[src/rtl/serial_adder.sv]
// serial_adder: bit-serial ripple adder, one full-adder slice plus a carry flop.
// Adds two WIDTH-bit operands and a carry-in LSB first over WIDTH clock cycles,
// with a start/busy/done handshake toward the controlling logic.
// Optional feature macro: SERIAL_ADDER_OVF_EN adds the o_ovf port and its
// two's-complement overflow register.
module serial_adder #(
  parameter int WIDTH = 8
) (
  input  logic             i_clk,
  input  logic             i_rst_n,
  input  logic             i_start,
  input  logic [WIDTH-1:0] i_a,
  input  logic [WIDTH-1:0] i_b,
  input  logic             i_cin,
  output logic             o_busy,
  output logic             o_done,
  output logic [WIDTH-1:0] o_sum,
  output logic             o_cout
`ifdef SERIAL_ADDER_OVF_EN
  ,
  output logic             o_ovf
`endif
);

  localparam int CNT_W = (WIDTH > 1) ? $clog2(WIDTH) : 1;

  typedef enum logic [1:0] {
    IDLE = 2'd0,
    RUN  = 2'd1,
    DONE = 2'd2
  } state_t;

  state_t           r_state;
  state_t           w_nextState;

  logic [WIDTH-1:0] r_shA;
  logic [WIDTH-1:0] r_shB;
  logic [WIDTH-1:0] r_shS;
  logic             r_carry;
  logic [CNT_W-1:0] r_bitCnt;

  logic [WIDTH-1:0] r_sum;
  logic             r_cout;
  logic             r_busy;
  logic             r_done;

  logic             w_faSum;
  logic             w_faCarry;
  logic [WIDTH-1:0] w_shSNext;
  logic             w_lastBit;
  logic             w_accept;
  logic             w_running;

  // Single full-adder slice working on the current LSBs and the carry flop.
  always_comb begin
    w_faSum   = r_shA[0] ^ r_shB[0] ^ r_carry;
    w_faCarry = (r_shA[0] & r_shB[0]) | (r_carry & (r_shA[0] ^ r_shB[0]));
  end

  assign w_shSNext = {w_faSum, r_shS[WIDTH-1:1]};
  assign w_lastBit = (r_bitCnt == CNT_W'(WIDTH - 1));
  assign w_accept  = (r_state == IDLE) && i_start;
  assign w_running = (r_state == RUN);

  // Next-state logic: RUN lasts WIDTH edges, DONE always lasts exactly one.
  always_comb begin
    w_nextState = r_state;
    unique case (r_state)
      IDLE:    if (i_start) w_nextState = RUN;
      RUN:     if (w_lastBit) w_nextState = DONE;
      DONE:    w_nextState = IDLE;
      default: w_nextState = IDLE;
    endcase
  end

  // State register; reset aborts any operation in flight.
  always_ff @(posedge i_clk or negedge i_rst_n) begin
    if (!i_rst_n) begin
      r_state <= IDLE;
    end else begin
      r_state <= w_nextState;
    end
  end

  // busy and done registered from the next state so no input reaches them combinationally.
  always_ff @(posedge i_clk or negedge i_rst_n) begin
    if (!i_rst_n) begin
      r_busy <= 1'b0;
      r_done <= 1'b0;
    end else begin
      r_busy <= (w_nextState != IDLE);
      r_done <= (w_nextState == DONE);
    end
  end

  // Operand capture on acceptance, then one shift per RUN edge.
  always_ff @(posedge i_clk or negedge i_rst_n) begin
    if (!i_rst_n) begin
      r_shA    <= '0;
      r_shB    <= '0;
      r_shS    <= '0;
      r_carry  <= 1'b0;
      r_bitCnt <= '0;
    end else if (w_accept) begin
      r_shA    <= i_a;
      r_shB    <= i_b;
      r_shS    <= '0;
      r_carry  <= i_cin;
      r_bitCnt <= '0;
    end else if (w_running) begin
      r_shA    <= {1'b0, r_shA[WIDTH-1:1]};
      r_shB    <= {1'b0, r_shB[WIDTH-1:1]};
      r_shS    <= w_shSNext;
      r_carry  <= w_faCarry;
      r_bitCnt <= r_bitCnt + CNT_W'(1);
    end
  end

  // Result registers update only on the last RUN edge and hold otherwise.
  always_ff @(posedge i_clk or negedge i_rst_n) begin
    if (!i_rst_n) begin
      r_sum  <= '0;
      r_cout <= 1'b0;
    end else if (w_running && w_lastBit) begin
      r_sum  <= w_shSNext;
      r_cout <= w_faCarry;
    end
  end

`ifdef SERIAL_ADDER_OVF_EN
  logic r_ovf;

  // Signed overflow: carry into the MSB differs from carry out of the MSB.
  always_ff @(posedge i_clk or negedge i_rst_n) begin
    if (!i_rst_n) begin
      r_ovf <= 1'b0;
    end else if (w_running && w_lastBit) begin
      r_ovf <= r_carry ^ w_faCarry;
    end
  end

  assign o_ovf = r_ovf;
`endif

  assign o_busy = r_busy;
  assign o_done = r_done;
  assign o_sum  = r_sum;
  assign o_cout = r_cout;

endmodule

[config.mk]
export PLATFORM = sky130hd
export DESIGN_NAME = serial_adder
export DESIGN_NICKNAME = d
export VERILOG_FILES = /design/src/rtl/serial_adder.sv
export SDC_FILE = /design/constraint.sdc
export NUM_CORES = 1
export LEC_CHECK = 0
export ABC_CLOCK_PERIOD_IN_PS = 1300
export CAP_MARGIN = 20
export CORE_MARGIN = 3
export CORE_UTILIZATION = 40
export CTS_CLUSTER_SIZE = 30
export DETAILED_ROUTE_END_ITERATION = 12
export PLACE_DENSITY = 0.65
export SYNTH_ARGS = -nofsm -noshare
export SYNTH_HDL_FRONTEND = slang
export SYNTH_SLANG_ARGS = --single-unit
[constraint.sdc]
create_clock -name i_clk -period 1.3 [get_ports i_clk]
set_input_delay 0.13 -clock i_clk [delete_from_list [all_inputs] [get_ports i_clk]]
set_output_delay 0.13 -clock i_clk [all_outputs]
set_load 0.01 [all_outputs]
## Word level (Yosys, flattened, before mapping)

Index checks and enable logic that the tools add are counted.

| storage, ports and cells | value |
|---|---|
| word-level logic and storage cells | 37 |
| register bits after elaboration | 41 |
| input port bits | 20 |

| cells by class | value |
|---|---|
| muxes and demuxes | 13 |
| reduce and logical (&&, ||, !) cells | 5 |
| bitwise gates (word level) | 5 |
| add/sub/neg operators | 1 |
| equality and inequality tests | 3 |

Operator list:

| cell | number |
|---|---|
| 8-bit 2-to-1 mux | 6 |
| 3-bit 2-to-1 mux | 2 |
| 2-bit 2-to-1 mux | 2 |
| 2-bit one-hot mux with 2 select lines | 1 |
| 2-bit nonzero test | 2 |
| 3-bit by 1-bit adder with 3-bit output (second input constant) | 1 |
| 3-bit equality test (second input constant) | 1 |
| 1-bit AND | 2 |
| 2-bit by 1-bit equality test with 1-bit output (second input constant) | 1 |
| 2-bit equality test (second input constant) | 1 |
| 1-bit logical AND | 2 |
| 2-bit zero test | 1 |
| 1-bit 2-to-1 mux | 2 |
| 1-bit bitwise XOR | 2 |
| 1-bit OR | 1 |

## Longest topological paths before layout

Gate-level depths: netlist (run 1).

| logic depth | value |
|---|---|
| word-level depth | 5 |
| gate-level depth with buffers | 5 |
| depth with buffers taken out | 4 |

## Worst setup path after synthesis (run 1)

Ideal clock, no wire load.

| timing path | value |
|---|---|
| path type | register -> register |
| from | reg r_bitCnt[0] |
| to | reg r_sum[6] (netlist: o_sum[6]) |
| buffers on the path | 1 |
| cell stages (with the launch flop) | 6 |
| clock period less this slack | 1.428 ns |
| data arrival time | 1.303 ns |
| library setup time | 0.125 ns |
| path slack | -0.128 ns |
| cell sequence | dfrtp_1 -> ha_1 -> ha_1 -> nand3b_2 -> buf_6 -> mux2_2 |

| between the ends | value |
|---|---|
| longest elaborated chain between the ends | 2 |

RTL lines:

| item | RTL line | text |
|---|---|---|
| start, declared | 40 | `logic [CNT_W-1:0] r_bitCnt;` |
| start signal, assigned | 115 | `r_bitCnt <= r_bitCnt + CNT_W'(1);` |
| 3-bit equality test | 61 | `assign w_lastBit = (r_bitCnt == CNT_W'(WIDTH - 1));` |
| 1-bit logical AND | 124 | `end else if (w_running && w_lastBit) begin` |
| end signal, assigned | 125 | `r_sum <= w_shSNext;` |
| end, declared | 42 | `logic [WIDTH-1:0] r_sum;` |

Every way passes these cells.
A chain may end at the register's enable or synchronous reset.

## Final worst setup path (run 1)

| timing path | value |
|---|---|
| from | reg r_bitCnt[0] |
| to | reg r_sum[5] (netlist: o_sum[5]) |

The elaborated chain is that of the path after synthesis.

==> results.md, run 1 <==
- Following the worst setup path forward leads to its endpoint at o_sum[5].
- The number of cells on the worst reg-to-reg path is 4.
- In this run the worst hold path is classified as input port to asynchronous set/reset pin.
- The clock period minus final worst setup slack is around 1.3 ns.
- The period utilization is 102%.
- For the pin with the worst max-slew slack, the measured transition is around 0.44 ns.
- The I/O pin count is 31.
- Dividing the synthesized area by the synthesized cell count gives 12.3 sq um.
- The number of enable flip-flop cells after synthesis is 0.
- The number of iterations in the first detailed-routing pass is 4.
- Dividing the detail-routed via count by the number of cells gives 5.41.
- The average wire per standard cell is ~17 um.
- The arrival time of the worst setup path is 1.52 ns.
- The count of nets after finishing is roughly 220.
- The maximum level of the CTS H-tree is 2.
- For met1 alone, demand over resource in global routing was 22.6%.
- At the later pin of the worst-skew pair, clock insertion delay measures about 0.3 ns.
- TritonCTS created 5 clock buffers.
- The core region area is 4140 sq um.
- The power density normalized to cell area is roughly 2200 nW/um^2.
- The endpoint of the lowest-slack register-to-register path is o_sum[5].
- The setup slack after layout is -0.0258 ns.
- The detailed placer's ending HPWL is about 2600 um.
- The routed wire length is 4080 um.
- The leakage power of the design is roughly 1.2 nW.
- Excluding fillers, the count of instances in the completed layout stands at 243.
- Of the synthesized area, sequential elements account for a little under three fifths.
- Setup violations remaining at the end of the flow were counted as 6.
- After clock tree synthesis, the clock-pin slew on the worst setup and hold paths is approximately 0.08 ns.
- For this run, the leading register cell type out of synthesis is sky130_fd_sc_hd__dfrtp_1.
- The total count of max-transition violations in the final report is 0.
- Cells with a size suffix above 1 make up 29.5% of the layout.
- The vertical die dimension is 72.9 um.
- In this run, the number of DRC markers left after iteration 0 of detailed routing was approximately 110.
- The critical path is of the flip-flop to flip-flop type.
- After global routing the overflow that remains totals 0.
- The worst register-to-register path has a setup slack of -0.03 ns.
- The hold violation count in the final report came to 0.
- The overall die area is 5320 sq um.
- The global routing stage identified its most utilized layer as met2.
- The maximum operating frequency is 0.754 GHz.
- The count of state elements after synthesis is 40.
- The mapped netlist covers 1790 sq um.
- Compared with the post-synthesis result, the final layout area differs by 39.4%.
- Counting every net in the synthesized netlist gives 168.
- Synthesis produced between 100 and 150 cells.
- In the final layout, the multi-input gates occupy between 700 and 800 sq um.
- For this run, the total global-route usage over all layers was measured as between 15 and 20%.
- VDD sags by at most around 890 uV.
- The final antenna diode count is 0.
- Measured against its own limit, the worst slew margin works out to between 70% and 80%.
- The clock tree from TritonCTS is built.
- The maximum fanout along the worst path is 5.
- The total of warnings raised by yosys is 0.
- The clock root buffer is sky130_fd_sc_hd__clkbuf_8.
- Tracing the worst setup path back leads to its startpoint at r_bitCnt[0].
- Across the routed clock network, the largest skew measured is 0.0100 ns.
- The checks that failed: negative setup slack.
- The number of filler instances in the final layout is approximately 340.
- The share of flip-flops with an asynchronous set or reset after synthesis is 100%.
- The tool flagged a number of max-cap violations equal to 0.
- Leaving out fill and tap cells, the most frequent cells in the layout are 39 x sky130_fd_sc_hd__dfrtp_1, 18 x sky130_fd_sc_hd__inv_1, 18 x sky130_fd_sc_hd__clkdlybuf4s50_1.
- The remaining design rule violation count is 0.
- For met3 alone, demand over resource in global routing was 4.55%.
- Summing all flip-flop and latch instances after layout gives between 1000 and 1500 sq um.
- The clock passes through at most 2 buffers.
- The number of clock sinks is 40.
- In this run the horizontal extent of the chip is approximately 73 um.
- The element type at the critical path start is a flip-flop.
- The row count is 23.
- Entering global routing, the biggest net connects 30 pins.
- The synthesized netlist contains 25 unique library cells.
- Once placement completed, the tool counted placed cells totaling 229.
- Setup repair after global routing could not meet its margin everywhere.
- Data on the critical path is required at its endpoint by 1.49 ns.
- The placer's final routability congestion estimate is 0.771.
- Port buffering added 30 buffers.
- The detailed router placed 1314 vias in this run.
- The number of antenna violations at the first check in global routing is 0.
- The kind of end point of the critical path is a flip-flop.
- The via count of the first global-routing pass was 1337.
- The startpoint identified for the worst register-to-register timing path is r_bitCnt[0].
- For met2 alone, demand over resource in global routing was 24.6%.
- The count of nets left with antenna violations once routing finished came out at 0.
- The first global-routing pass estimated 6600 um of wire.
- The flow ran to the end, but the final reports show violations.
- The leading cell type in the layout, fill and taps excluded is sky130_fd_sc_hd__dfrtp_1.
- The setup TNS is -0.148 ns.
- For this configuration, the core starts out at a cell density of 43.2%.
-- critical path: stages, from the launching register on --
cell and delay, ns:
sky130_fd_sc_hd__dfrtp_1 0.38, sky130_fd_sc_hd__ha_2 0.20, sky130_fd_sc_hd__ha_4 0.18, sky130_fd_sc_hd__nand3b_4 0.14
sky130_fd_sc_hd__mux2_4 0.32
-- per-layer routing --
metal,share of wire [%],wire length [um]
met5,0,0
met2,49,2010
met1,45,1840
met3,4.6,188
met4,0.91,37
-- timing repair --
| item | in CTS | in global routing |
|---|---|---|
| setup endpoints to repair | 35 | 28 |
| hold buffers | 1 | 0 |
| buffers inserted | 4 | 0 |
| cloned | 1 | 1 |
| pin swaps | 3 | 1 |
| endpoints found under the hold margin | 18 | 0 |
| resized for setup | 19 | 15 |
-- metrics by stage --
stage | utilization (%) | setup WS [ns] | hold WS (ns) | total power, mW | cell area, sq um
2_1_floorplan | - | -0.0486 | -0.166 | 3.55 | 1840
3_3_place_gp | 54.3 | -0.168 | 0.0881 | 4.24 | 2250
3_5_place_dp | 54.3 | -0.206 | 0.0987 | 4.36 | 2250
4_1_cts | 58.7 | -0.0357 | 0.308 | 5.45 | 2430
5_1_grt | 60.2 | -0.0649 | 0.332 | 5.92 | 2500
6_report | 60.2 | -0.0258 | 0.297 | 5.54 | 2500
-- cells by family after synthesis --
family,after synthesis,synth area share [%]
flip-flops,40,55.9
buffers and inverters,33,8.74
AND/OR/NAND/NOR,31,13.0
AO/OA/AOI/OAI,28,13.6
multiplexers,10,6.22
adder cells (fa/ha/maj),3,2.52
-- area by class of cell --
cell class	count	share of cell area, %
clock buffers	5	2.76
clock inverters	3	1.70
inverters	22	3.31
multi-input cells	73	30.8
flip-flops and latches	40	40.2
well taps	50	2.51
repair buffers	50	18.7
-- synthesized netlist by cell type, types with 2 or more instances --
cell type	n	share of area (%)
sky130_fd_sc_hd__dfrtp_1	40	56
sky130_fd_sc_hd__nor2_1	4	0.84
sky130_fd_sc_hd__a22o_1	9	4.4
sky130_fd_sc_hd__a222oi_1	4	2.2
sky130_fd_sc_hd__nor2b_1	2	0.70
sky130_fd_sc_hd__inv_1	22	4.6
sky130_fd_sc_hd__a211oi_1	11	4.6
sky130_fd_sc_hd__ha_1	2	1.4
sky130_fd_sc_hd__nor4b_1	11	5.4
sky130_fd_sc_hd__clkbuf_1	2	0.42
sky130_fd_sc_hd__nor3b_1	11	4.6
sky130_fd_sc_hd__mux2_2	3	1.9
sky130_fd_sc_hd__buf_6	3	1.9
sky130_fd_sc_hd__buf_2	5	1.4
sky130_fd_sc_hd__mux2_1	6	3.8
-- where the power goes --
| group | switching (mW) | internal [mW] | total, mW | leakage (nW) |
|---|---|---|---|---|
| Clock | 0.458 | 0.568 | 1.03 | 0.0541 |
| Sequential | 0.334 | 1.80 | 2.13 | 0.487 |
| Combinational | 1.07 | 1.31 | 2.38 | 0.629 |
| Total | 1.87 | 3.68 | 5.54 | 1.17 |
-- flip-flops by register name, indices dropped and copies added, names as in the netlist, 2 cells and up --
signal    flops
o_sum         8
r_bitCnt      3
r_shA         8
r_shB         8
r_shS         7
r_state       2
-- worst min path at each step --
stage,start,end,slack (ns),cells after the start
after floorplan,i_rst_n,o_busy,-0.17,0
after global placement,i_rst_n,o_done,0.09,1
after detailed placement,i_rst_n,o_busy,0.1,1
after CTS,i_rst_n,o_busy,0.31,2
after global routing,i_rst_n,o_sum[5],0.33,2
final,i_rst_n,o_sum[7],0.30,2
No activity file was read; power rests on OpenSTA's default activity.
==> inputs of run 2 (changes only) <==
CORE_UTILIZATION = 47   (was 40)
PLACE_DENSITY = 0.73   (was 0.65)
SKIP_CTS_REPAIR_TIMING = 1   (was unset)
==> run 2 against run 1 <==
The flow still finishes with violations (negative setup slack). Flip-flop and latch count is the same. Die area shrank 14%. Critical path depth is the same. Register-to-register slack lost 0.05 ns. Routed wire length grew 4.4%. Clock power is essentially flat. Maximum frequency shrank 3.3%. Clock skew shrank 0.0042 ns. Critical path type unchanged.
==> results.md, run 2 (synthesized netlist as in run 1, its figures left out) <==
- The core region area is 3490 sq um.
- The switching power is 1.96 mW.
- The maximum fanout along the worst path is 2.
- Summing all multi-input logic gate instances after layout gives 751 sq um.
- The largest buffer count on any clock path is 2.
- The period utilization is 105%.
- The post-route netlist has 28.4% of its cells at a drive strength greater than 1.
- The leading cell type in the layout, fill and taps excluded is sky130_fd_sc_hd__dfrtp_1.
- IR analysis of the VDD net gives a maximum drop of roughly 1500 uV.
- The die outline width is 67.7 um.
- Before antenna repair, the detailed router went through 7 iterations.
- The number of filler instances in the final layout is roughly 230.
- The total count of max-transition violations in the final report is 0.
- The clock period minus final worst setup slack is 1.37 ns.
- The hold violation count in the final report is 0.
- The final-report setup violation count is 11.
- The row count is 21.
- Between clock sinks in the finished design, the worst skew comes to 0.00584 ns.
- The kind of critical path is flip-flop to flip-flop.
- In the layout the commonest cells are 39 x sky130_fd_sc_hd__dfrtp_1, 19 x sky130_fd_sc_hd__inv_1, 18 x sky130_fd_sc_hd__clkdlybuf4s50_1.
- The maximum level of the CTS H-tree is 2.
- The routed via count is 1392.
- The clock root buffer is sky130_fd_sc_hd__clkbuf_8.
- The setup TNS is -0.297 ns.
- STA classifies the critical path startpoint as a flip-flop.
- Power spread over the standard cell area amounts to 2270 nW/um^2.
- For the pin with the worst max-slew slack, the measured transition is 0.400 ns.
- Per report_power, the sequential group accounts for between 30% and 40% of the total.
- The overall die area is 4590 sq um.
- At the later pin of the worst-skew pair, clock insertion delay measures 0.30 ns.
- After routing the design area is approximately 2600 sq um.
- The total clock buffers created by CTS is 5.
- In the routed design, unresolved DRC markers number 0.
- The placer's final routability congestion estimate is slightly below 0.9.
- The setup slack after layout is -0.0710 ns.
- Setup repair after global routing could not meet its margin everywhere.
- OpenSTA, run right after detailed placement, puts the worst setup slack at -0.275 ns.
- In the routed layout, each cell is associated on average with a via count of 5.73.
- For the worst setup path, the data required time is 1.49 ns.
- The detailed placer's ending HPWL is 2690 um.
- The via count of the first global-routing pass is about 1300.
- In this run, the combinational gates consume a little under half of the power.
- The kind of end point of the critical path is a flip-flop.
- The arrival time of the worst setup path is between 1.5 and 2 ns.
- In the global route stage, overall resource usage came out at 19.1%.
- For this run the aggregate overflow at the end of global routing stands at 0.
- The flow ran to the end, but the final reports show violations.
- The CTS clock-pin slew for the worst setup and hold paths is 0.08 ns.
- The final reports fail on negative setup slack.
- The normalized max-slew margin is 73.3%.
- Entering global routing, the biggest net connects 29 pins.
- Cell internal power was estimated by the tool at between 3 and 4 mW.
- The max-cap check violation count is 0.
- The type of the most critical hold path is input port to asynchronous set/reset pin.
- The number of antenna violations at the first check in global routing is 0.
- The initial cell density of the core is 51.2%.
- The vertical die dimension is between 60 and 70 um.
- The I/O pin count is 31.
- In this run the remaining antenna-violating nets after routing total 0.
- The post-place instance area is between 2000 and 2500 sq um.
- The maximum operating frequency is 0.729 GHz.
- The routed wire length is 4260 um.
- The area overhead of the layout relative to synthesis is 43.3%.
- The final antenna diode count is 0.
- The fraction of power spent switching nets is between 30% and 40%.
- The sequential cells in the finished layout cover a total of ~1000 sq um.
- Buffers placed on the I/O ports in this run total 30.
- TritonCTS built the clock tree.
- In the final routed layout, each cell accounts on average for 17.5 um.
- The first global-routing pass estimated around 6400 um of wire.
- The clock network accounts for 18.0% of the total power.
- The detailed router's first-iteration violation count is 100.
- The count of nets after finishing is 219.
- The number of clock sinks is 40.
- In this run the static leakage power is about 1.3 nW.
## run 2: cell count changes in the layout (fill, tap and decap cells not counted), sizes merged
cell,delta
dlygate4sd2,-10
dlymetal6s2s,+10
buf,+4
clkinv,+1
clkinvlp,-1
## run 2: power by group through the flow
stage / logic [mW] / clock network [mW] / registers [mW]
final: 2.64 / 1.05 / 2.13
after detailed placement: 2.28 / 0 / 2.13
after CTS: 2.30 / 1.07 / 2.10
after global routing: 2.88 / 1.12 / 2.19
after global placement: 2.18 / 0 / 2.09
after floorplan: 1.43 / 0 / 2.12
## run 2: final cells by class
cell class	instances	share of cell area, %
clock buffers	5	2.68
clock inverters	3	1.85
inverters	22	3.22
multi-input cells	73	29.3
flip-flops and latches	40	39.1
well taps	46	2.24
repair buffers	54	21.7
## run 2: layer usage
metal,GRT usage (%),part of all wire (%)
met4,9.87,1.1
met5,0,0
met1,25.4,42
met2,29.9,51
met3,3.33,5.2
## run 2: final timing paths
path	from	to	slack, ns	cells after the start
min in group i_clk	i_b[7]	r_shB[7]	0.48	2
min	i_rst_n	r_shA[0]	0.28	2
max reg2reg	r_carry	o_sum[7]	-0.07	4
max	r_carry	o_sum[7]	-0.07	4
min reg2reg	o_sum[0]	o_sum[0]	0.51	1
max in group asynchronous	i_rst_n	r_state[1]	0.55	3
## run 2: worst max-delay path, cell delays in order (launching register included)
cell and delay, ns:
sky130_fd_sc_hd__dfrtp_1 0.35, sky130_fd_sc_hd__inv_2 0.05, sky130_fd_sc_hd__fa_1 0.55, sky130_fd_sc_hd__inv_2 0.04
sky130_fd_sc_hd__mux2_4 0.26
## run 2: metrics by stage
stage               hold slack (ns)  util [%]  total power, mW  std cells
global route                  0.319      73.4             6.20        243
detailed placement           0.0796      64.7             4.41        227
finish                        0.280      73.4             5.82        243
global placement             0.0676      64.7             4.27        227
floorplan                    -0.166         -             3.55        145
CTS                          -0.246      68.0             5.47        235
==> inputs of run 3 (changes only) <==
ABC_AREA = 1   (was unset)
CORE_UTILIZATION = 46   (was 47)
PLACE_DENSITY = 0.72   (was 0.73)
==> run 3 against run 2 <==
The run now ends clean. Die area decreased by 2.1%. Clock skew decreased by 0.0027 ns. First-iteration DRC count increased by 5.0%. Critical path type unchanged. Largest cell class unchanged.
==> results.md, run 3 <==
- The run finished with clean final reports.
- The number of iterations in the first detailed-routing pass is 4.
- Clock tree synthesis found a total of 40 sinks.
- After synthesis, the share of flip-flops with an asynchronous set or reset is 100%.
- Headroom to the max-slew limit came out at 66.5%.
- The post-place instance area is about 2100 sq um.
- After detailed placement, the design holds a cell count of 270.
- The clock latency on the worst-skew pair is 0.29 ns.
- In this run the power density over the cells is between 2000 and 2500 nW/um^2.
- Summed over all layers, the global routing overflow is 0.
- Summing all non-filler instances in the final layout gives an area of 2230 sq um.
- The congestion estimate from routability-driven global placement came to between 0.7 and 0.8.
- Walking the worst path, the cells encountered are inv_1, fa_1, inv_1, nand2_1, nand2_1.
- The initial cell density of the core is between 40% and 50%.
- The die outline width is 67.0 um.
- Synthesis inferred 40 register bits.
- The parity-gate share of the synthesized area counting xor and xnor cells is 0%.
- The final non-filler cell total is 279.
- The detailed router's first-iteration violation count is 105.
- In this design, the stage delay of the slowest critical-path cell is about 0.56 ns.
- Setup repair after global routing left no endpoint under its margin.
- Of the total synthesized cell area, the portion taken by full adders, half adders and majority gates is 2.63%.
- The number of antenna violations at the first check in global routing came to 0.
- In the post-synthesis netlist, the biggest area contributors are sky130_fd_sc_hd__dfrtp_1 58%, sky130_fd_sc_hd__nand3_1 17%, sky130_fd_sc_hd__nand2_1 14%, sky130_fd_sc_hd__inv_1 2.0%, sky130_fd_sc_hd__buf_2 1.8%.
- The library cell used most frequently in the layout, excluding fill and tap cells, is sky130_fd_sc_hd__nand2_1.
- The arrival time of the worst setup path is 1.41 ns.
- After Yosys synthesis, and, or, nand and nor cells account for approximately 33% of the synthesized area.
- STA classifies the critical path startpoint as a flip-flop.
- The post-place setup slack is -0.0708 ns.
- The setup slack after layout is 0.0767 ns.
- At the worst endpoint, the required time is 1.48 ns.
- In this run the worst path has a maximum fanout of 2.
- In this run the vertical extent of the chip is 67.0 um.
- The detailed placer's ending HPWL is 2480 um.
- The area overhead of the layout relative to synthesis is 30.2%.
- The remaining design rule violation count is 0.
- The H-tree was split into 2 levels.
- The peak supply drop is roughly 900 uV.
- The routed design could run at a clock period as short as 1.22 ns.
- The total clock buffers created by CTS is 5.
- The transition at the pin with the smallest max-transition slack is between 0.5 and 0.6 ns.
- In the finished design, the share of the clock period the worst path needs comes to around 94%.
- The cell family contributing the most delay on the critical path is adder cells.
- The overall die area is 4490 sq um.
- After floorplanning, the core was divided into 21 placement rows.
- Summing the areas of all compound-gate instances in the mapped netlist gives 0.877% of the synthesized area.
- The net count of the finished layout is 256.
- Summed over all instances, the cell type with the most area after synthesis is sky130_fd_sc_hd__dfrtp_1.
- The number of nets in the synthesized netlist is 217.
- The cell count after synthesis came out at 194.
- The I/O pin count is 31.
- TritonCTS built the clock tree.
- The mean cell area of the mapped netlist is slightly below 9 sq um.
- Measured against the total synthesized area, the mux share comes to 0%.
- The critical path is of the flip-flop to flip-flop type.
- The number of distinct library cells after synthesis is 13.
- The routed wire length is 3670 um.
- Setup violations remaining at the end of the flow were counted as 0.
- The hold violation count in the final report was 0.
- For this run, the number of Yosys warnings is 0.
- The post-synthesis sequential area ratio is 58.4%.
- The total count of max-transition violations in the final report is 0.
- The number of buffers added on ports is 30.
- The via count of the first global-routing pass came to 1401.
- The type of the most critical hold path is input port to flip-flop.
- The routed via count is roughly 1500.
- After detailed routing, the average wire length per cell comes to 13.2 um.
- The portion of synthesized cell area occupied by the leading cell type is roughly 58%.
- The number of enable flip-flop cells after synthesis is 0.
- The repair_antennas step left the layout with diodes totalling 0.
- The largest buffer count on any clock path is 2.
- The cell area after synthesis is 1710 sq um.
- Clock-pin slew was measured on the worst setup and hold paths at 0.07 ns.
- The cell with the biggest individual delay on the critical path is sky130_fd_sc_hd__fa_1.
- The worst hold slack is 0.375 ns.
- The leakage power of the design is 1.21 nW.
- The all-layer global routing usage is between 10% and 20%.
- Entering global routing, the biggest net connects 41 pins.
- The total power is 4.59 mW.
- The core region is 3470 sq um.
- The combinational family with the most area after synthesis is simple AND/OR/NAND/NOR gates.
- The number of filler instances in the final layout is 316.
- The global-route wire length before repair is 6200 um.
- The top cell types in the final layout, fill and taps aside, are 64 x sky130_fd_sc_hd__nand2_1, 57 x sky130_fd_sc_hd__nand3_1, 40 x sky130_fd_sc_hd__dfrtp_1.
- The most used flip-flop cell after synthesis is sky130_fd_sc_hd__dfrtp_1.
- The residual antenna-violating net count after detailed routing is 0.
- The maximum operating frequency is slightly above 0.8 GHz.
- Dividing the detail-routed via count by the number of cells gives 5.22.
- In the final layout, the share of cells above drive strength 1 is 11.2%.
- Counting both buffers and inverters, the worst setup path holds a total of 2.
- The root buffer cell chosen for the clock tree is sky130_fd_sc_hd__clkbuf_8.
- STA classifies the critical path endpoint as a flip-flop.
- The tool flagged a number of max-cap violations equal to 0.
- Counting instances in the post-synthesis netlist gives the leading cell types as 66 x sky130_fd_sc_hd__nand2_1, 57 x sky130_fd_sc_hd__nand3_1, 40 x sky130_fd_sc_hd__dfrtp_1, 9 x sky130_fd_sc_hd__inv_1, 6 x sky130_fd_sc_hd__buf_2.
- The most common cell in the synthesized netlist is sky130_fd_sc_hd__nand2_1.
- The worst clock skew is 0.00316 ns.
==> run 3: changes by cell type after synthesis, moves of 9 or more <==
cell / previous run / this run
sky130_fd_sc_hd__inv_1: 22 / 9
sky130_fd_sc_hd__nor3b_1: 11 / 0
sky130_fd_sc_hd__nand3_1: 0 / 57
sky130_fd_sc_hd__nand2_1: 1 / 66
sky130_fd_sc_hd__nor4b_1: 11 / 0
sky130_fd_sc_hd__a211oi_1: 11 / 0
sky130_fd_sc_hd__a22o_1: 9 / 0
==> run 3: logic make-up after synthesis <==
kind of cell,Yosys count
simple gates,128
fa+ha+maj,3
buf+inv,20
compound gates,3
flops,40
==> run 3: stage by stage <==
stage | utilization, % | TNS [ns]
2_1_floorplan | - | 0
3_3_place_gp | 60.2 | 0
3_5_place_dp | 60.2 | -0.378
4_1_cts | 62.5 | -0.689
5_1_grt | 64.3 | 0
6_report | 64.3 | 0
==> run 3: layout make-up <==
type	count	area [sq um]	share of cell area, %
flip-flops and latches	40	1000	44.9
multi-input cells	135	641	28.7
repair buffers	42	415	18.6
clock buffers	5	68.8	3.09
well taps	46	57.6	2.58
inverters	9	33.8	1.52
clock inverters	2	12.5	0.561
==> run 3: power by group <==
group	switching (mW)	total [mW]	leakage, nW	internal (mW)
clock network	0.404	0.767	0.0400	0.363
logic	1.02	1.79	0.662	0.775
registers	0.287	2.03	0.511	1.74
total	1.71	4.59	1.21	2.88
==> run 3: routing by layer <==
metal  GRT usage [%]  routed length (um)  up-vias
met5               0                   0        -
met4            6.08                  47        0
met3            5.56                 201        5
met2            31.0                1820       39
met1            22.4                1600      704
li1                -                   -      707
==> run 3: path summary, 6_finish.rpt <==
path	from	to	slack, ns	cells past startpoint
setup / recovery	r_shA[0]	o_sum[7]	0.08	5
hold / removal	i_a[7]	r_shA[7]	0.38	3
setup reg to reg	r_shA[0]	o_sum[7]	0.08	5
hold reg to reg	o_cout	o_cout	0.47	2
max in group asynchronous	i_rst_n	r_shB[1]	0.51	3
min in group asynchronous	i_rst_n	r_shA[2]	0.44	3
==> run 3: tightest hold or removal path, cell delays in order <==
cell and delay [ns]:
sky130_fd_sc_hd__clkdlybuf4s50_1 0.39, sky130_fd_sc_hd__nand2_1 0.06, sky130_fd_sc_hd__nand2_1 0.04
